===== config.mk =====
export PLATFORM = sky130hd
export DESIGN_NAME = debounce_multi
export DESIGN_NICKNAME = d
export VERILOG_FILES = /design/src/rtl/debounce_pkg.sv /design/src/rtl/debounce_channel.sv /design/src/rtl/debounce_multi.sv
export SDC_FILE = /design/constraint.sdc
export NUM_CORES = 1
export LEC_CHECK = 0
export ABC_AREA = 1
export CAP_MARGIN = 0
export CORE_ASPECT_RATIO = 0.9
export CORE_UTILIZATION = 30
export DETAILED_ROUTE_END_ITERATION = 10
export PLACE_DENSITY = 0.45
export SYNTH_ARGS = -nofsm -noshare
export SYNTH_HDL_FRONTEND = slang
export SYNTH_SLANG_ARGS = --single-unit
export TNS_END_PERCENT = 5

===== constraint.sdc =====
create_clock -name clk_i -period 1.3 [get_ports clk_i]
set_input_delay 0.325 -clock clk_i [delete_from_list [all_inputs] [get_ports clk_i]]
set_output_delay 0.325 -clock clk_i [all_outputs]
set_load 0.005 [all_outputs]

===== src/rtl/debounce_pkg.sv =====
// Shared types for the multi-channel debouncer: tick edge selection and
// per-channel qualification states.
package debounce_pkg;

  typedef enum {EDGE_RISE, EDGE_FALL, EDGE_BOTH} edge_mode_e;

  typedef enum logic [1:0] {ZERO, WAIT1, ONE, WAIT0} db_state_e;

  // True when a qualified transition of the given direction should tick.
  function automatic logic edge_selected(input edge_mode_e mode, input logic rising);
    if (rising) return (mode == EDGE_RISE) || (mode == EDGE_BOTH);
    else        return (mode == EDGE_FALL) || (mode == EDGE_BOTH);
  endfunction

endpackage


===== src/rtl/debounce_channel.sv =====
// One debouncer channel: input synchroniser, stable-time qualification FSM
// with saturating counter, registered level and tick outputs.
module debounce_channel
  import debounce_pkg::*;
#(
  parameter int unsigned DB_CYCLES   = 16,
  parameter int unsigned SYNC_STAGES = 2,
  parameter edge_mode_e  EDGE_MODE   = EDGE_RISE
) (
  input  logic clk_i,
  input  logic rst_i,
  input  logic en_i,
  input  logic sw_i,
  output logic db_level_o,
  output logic db_tick_o,
  output logic tick_nxt_o
);

  localparam int unsigned CNT_W = (DB_CYCLES > 1) ? $clog2(DB_CYCLES) : 1;
  localparam logic [CNT_W-1:0] CNT_LAST = CNT_W'(DB_CYCLES - 1);
  localparam logic [CNT_W-1:0] CNT_ONE  = CNT_W'(1);

  logic [SYNC_STAGES-1:0] sync_q;
  logic                   sw_s;
  db_state_e              state_q, state_d;
  logic [CNT_W-1:0]       cnt_q, cnt_d;
  logic                   rise, fall;
  logic                   level_d;

  always_ff @(posedge clk_i or negedge rst_i) begin
    if (!rst_i) sync_q <= '0;
    else        sync_q <= {sync_q[SYNC_STAGES-2:0], sw_i};
  end

  assign sw_s = sync_q[SYNC_STAGES-1];

  always_ff @(posedge clk_i or negedge rst_i) begin
    if (!rst_i) begin
      state_q    <= ZERO;
      cnt_q      <= '0;
      db_level_o <= 1'b0;
      db_tick_o  <= 1'b0;
    end else begin
      state_q    <= state_d;
      cnt_q      <= cnt_d;
      db_level_o <= level_d;
      db_tick_o  <= tick_nxt_o;
    end
  end

  // Disable collapses any pending qualification back to the settled state.
  always_comb begin
    state_d = state_q;
    cnt_d   = cnt_q;
    rise    = 1'b0;
    fall    = 1'b0;
    if (!en_i) begin
      cnt_d = '0;
      case (state_q)
        WAIT1:   state_d = ZERO;
        WAIT0:   state_d = ONE;
        default: state_d = state_q;
      endcase
    end else begin
      case (state_q)
        ZERO: begin
          if (sw_s) begin
            state_d = WAIT1;
            cnt_d   = CNT_ONE;
          end
        end
        WAIT1: begin
          if (!sw_s) begin
            state_d = ZERO;
            cnt_d   = '0;
          end else if (cnt_q == CNT_LAST) begin
            state_d = ONE;
            cnt_d   = '0;
            rise    = 1'b1;
          end else begin
            cnt_d = cnt_q + CNT_ONE;
          end
        end
        ONE: begin
          if (!sw_s) begin
            state_d = WAIT0;
            cnt_d   = CNT_ONE;
          end
        end
        WAIT0: begin
          if (sw_s) begin
            state_d = ONE;
            cnt_d   = '0;
          end else if (cnt_q == CNT_LAST) begin
            state_d = ZERO;
            cnt_d   = '0;
            fall    = 1'b1;
          end else begin
            cnt_d = cnt_q + CNT_ONE;
          end
        end
        default: begin
          state_d = ZERO;
          cnt_d   = '0;
        end
      endcase
    end
  end

  assign level_d    = (state_d == ONE) || (state_d == WAIT0);
  assign tick_nxt_o = (rise && edge_selected(EDGE_MODE, 1'b1)) ||
                      (fall && edge_selected(EDGE_MODE, 1'b0));

endmodule


===== src/rtl/debounce_multi.sv =====
// N-channel debouncer top: independent channels plus a combined tick output
// registered in the same cycle as the per-channel ticks.
module debounce_multi
  import debounce_pkg::*;
#(
  parameter int unsigned NUM_CH      = 4,
  parameter int unsigned DB_CYCLES   = 16,
  parameter int unsigned SYNC_STAGES = 2,
  parameter edge_mode_e  EDGE_MODE   = EDGE_RISE
) (
  input  logic              clk_i,
  input  logic              rst_i,
  input  logic [NUM_CH-1:0] en_i,
  input  logic [NUM_CH-1:0] sw_i,
  output logic [NUM_CH-1:0] db_level_o,
  output logic [NUM_CH-1:0] db_tick_o,
  output logic              tick_any_o
);

  logic [NUM_CH-1:0] tick_nxt;

  for (genvar g = 0; g < NUM_CH; g++) begin : g_ch
    debounce_channel #(
      .DB_CYCLES  (DB_CYCLES),
      .SYNC_STAGES(SYNC_STAGES),
      .EDGE_MODE  (EDGE_MODE)
    ) u_ch (
      .clk_i     (clk_i),
      .rst_i     (rst_i),
      .en_i      (en_i[g]),
      .sw_i      (sw_i[g]),
      .db_level_o(db_level_o[g]),
      .db_tick_o (db_tick_o[g]),
      .tick_nxt_o(tick_nxt[g])
    );
  end

  // OR the pre-register ticks so tick_any_o lines up with db_tick_o.
  always_ff @(posedge clk_i or negedge rst_i) begin
    if (!rst_i) tick_any_o <= 1'b0;
    else        tick_any_o <= |tick_nxt;
  end

endmodule

==> reports/metrics.yaml <==
status: "completed"
worst-path-max-fanout: 1
post_synthesis_compound_gate_area_fraction_pct: 4.79
critical_path.startpoint: "tick_any_o"
maxCapViolations: 0
synth_top_family_by_area: "simple AND/OR/NAND/NOR gates"
cellPowerDensity_mw_per_mm2: 956
grt_pass1_vias: 1449
r2r_slack_ps: 100
cts_tree: "done"
io_pins: 19
synth_adder_area_share_pct: 2.52
grt_max_degree: 42
worstSetupPathType: "register to output pin"
met1Wirelength_mm: 1.85
netlist_area_mm2: 0.00199
layout_min_cycle_time_ps: 1250
via_count: 1523
die-width_um: 87.8
muxShareOfSynthArea_pct: 0
cts-htree-levels: 2
worstPathBufferInverterCount: 1
cts_buffer_depth: 2
synth_sequential_area_ratio_pct: 51.7
grt_setup_unrepaired: "true"
drt_wl_total_mm: 3.60
timing.critical_path.arrival_ps: 920
floorplan.initialDensity_pct: 31.8
port_buffers: 18
fin_ws_ps: 50.6
numClockSinks: 41
grt_overflow: 0
reg2reg_from: "g_ch[3].u_ch.cnt_q[1]"
count_of_final_setup_violators: 0
cts.reportedPaths.clkPinSlew_ps: 80
die-height_um: 79.2
number_of_nets_in_the_final_layout: 296
standard_cell_row_count: 27
met2RoutedLength_mm: 1.60
groute.usage.overall_pct: 11.6
synthSimpleGateAreaFrac_pct: 29.0
postSynthNetCount: 263
met3_wirelength_um: 129
share_of_layout_cells_above_drive_strength_1_pct: 11.3
timing.hold.worst.class: "input pin to asynchronous set/reset pin"
finalMaxSlewViolations: 0
avgViaCountPerCell: 4.12
slew_headroom_pct: 83.8
fp.dieArea_mm2: 0.00695
timing.clock.skew_ps: 3.08
synth.ff_latch_count: 41
start_kind: "register"
crit_path_cells: "dlygate4sd2_1"
route.antenna.remaining_nets: 0
syn-mean-instance-area_um2: 7.97
power_leakage_nw: 1.33
synth_warnings: 0
worst_skew_pair.late_latency_ps: 280
dr.max_layer_used: "met4"
hold_violations: 0
drt_drc_violations_left: 0
final_core_utilization_pct: 38.9
drt_iter0_drc: 78
grt_antenna_before_repair: 0
worst-slew-pin-transition_ps: 244
achievable-frequency_mhz: 800
core_area_mm2: 0.00625
timing.critical_path.to_type: "output pin"
worst_path_largest_cell_delay_ps: 390
wl_per_cell_um: 9.73
final_min_period_over_clock_period_pct: 96.1
place.gp.congestion: 0.836
cell_with_the_largest_stage_delay_on_the_worst_path: "sky130_fd_sc_hd__dfrtp_1"
clk_root_buffer_cell: "sky130_fd_sc_hd__clkbuf_8"
cts_made_buffers: 5
netlist_instances: 249
vdd_ir_drop_max_v: 0.000685
grt_first_pass_wirelength_mm: 6.30
antenna_cells_inserted: 0
area_delta_synth_final_pct: 22.4
hold_buffers: 0
required_ps: 980
xor_xnor_portion_of_the_synthesized_cell_area_pct: 0.441
placement.setup.worst_slack_ps: -172
critPathTopFamily: "flip-flops"
dp_hpwl_mm: 2.60
drtPass1Iterations: 4
synthDistinctLibCells: 17
-- logic make-up after synthesis --
| group | count (synthesis) |
|---|---|
| compound gates | 19 |
| fa+ha+maj | 4 |
| buf+inv | 53 |
| simple gates | 131 |
| flops | 41 |
| xor+xnor | 1 |
-- layout make-up --
type | count | area [µm²]
well taps | 87 | 109
clock buffers | 8 | 80.1
multi-input cells | 155 | 751
repair buffers | 34 | 297
inverters | 45 | 169
flip-flops and latches | 41 | 1030
fillers | 641 | 3820
-- cell usage after synthesis --
library cell	n	area, µm²
sky130_fd_sc_hd__dfrtp_1	41	1030
sky130_fd_sc_hd__nand2_1	83	312
sky130_fd_sc_hd__nor2_1	15	56.3
sky130_fd_sc_hd__nor3_2	1	10.0
sky130_fd_sc_hd__nand3b_1	4	30.0
sky130_fd_sc_hd__nand3_1	15	75.1
sky130_fd_sc_hd__nand3_2	2	20.0
sky130_fd_sc_hd__nor2_2	2	12.5
sky130_fd_sc_hd__nor2_4	1	11.3
sky130_fd_sc_hd__a21oi_1	6	30.0
sky130_fd_sc_hd__nand4_1	7	43.8
sky130_fd_sc_hd__nand2_2	1	6.26
sky130_fd_sc_hd__buf_4	8	60.1
sky130_fd_sc_hd__xnor2_1	1	8.76
sky130_fd_sc_hd__o21ai_0	13	65.1
sky130_fd_sc_hd__inv_1	45	169
sky130_fd_sc_hd__ha_1	4	50.1
-- final timing paths --
path / endpoint / cells after the start
min: g_ch[1].u_ch.cnt_q[2] / 2
max: tick_any_o / 1
max reg2reg: g_ch[3].u_ch.cnt_q[3] / 7
min in group clk_i: g_ch[2].u_ch.sync_q[1] / 0
min reg2reg: g_ch[2].u_ch.sync_q[1] / 0
max in group asynchronous: g_ch[3].u_ch.state_q[0] / 2
-- layer usage --
| layer | vias up | track usage, % |
|---|---|---|
| met5 | - | 0 |
| met4 | 0 | 2.95 |
| met3 | 2 | 3.01 |
| met2 | 19 | 18.4 |
| met1 | 677 | 15.8 |
| li1 | 825 | - |
-- stage by stage --
| step | hold slack (ps) | total power, mW | std cells | area [µm²] | TNS, ps |
|---|---|---|---|---|---|
| after global placement | 319 | 1.55 | 358 | 2310 | -1430 |
| after global routing | 27.5 | 2.45 | 370 | 2430 | -16.0 |
| after CTS | 14.4 | 2.36 | 366 | 2380 | 0 |
| final | 0.544 | 2.32 | 370 | 2430 | 0 |
| after floorplan | 29.4 | 1.43 | 249 | 1990 | 0 |
| after detailed placement | 319 | 1.55 | 358 | 2310 | -1540 |
-- registers in the layout, summed over array words and instances (netlist names) --
signal,cells
g_ch.u_ch.cnt_q,16
g_ch.u_ch.state_q,8
g_ch.u_ch.sync_q,8
g_ch.u_ch.db_level_o,4
g_ch.u_ch.db_tick_o,4
tick_any_o,1
-- timing repair --
action	4_1_cts	5_1_grt
endpoints found under the setup margin	9	9
buffers inserted	0	4
resized for setup	9	4
-- cell usage in the layout (no fill, tap or decap), drive strengths merged --
master / netlist / routed
nor3: 1 / 1
nand4: 7 / 7
nand2: 84 / 84
a21oi: 6 / 6
clkbuf: 0 / 8
nand3: 17 / 17
ha: 4 / 4
nand3b: 4 / 4
inv: 45 / 45
buf: 8 / 17
dlygate4sd2: 0 / 9
clkdlybuf4s50: 0 / 8
nor2: 18 / 18
xnor2: 1 / 1
o21ai: 13 / 13
dfrtp: 41 / 41
-- power by group --
part / leakage, nW / internal (mW) / switching [mW]
clock: 0.0395 / 0.382 / 0.409
sequential: 0.534 / 1.31 / 0.0270
combinational: 0.762 / 0.0890 / 0.110
Power figures use the tool's default switching activity.
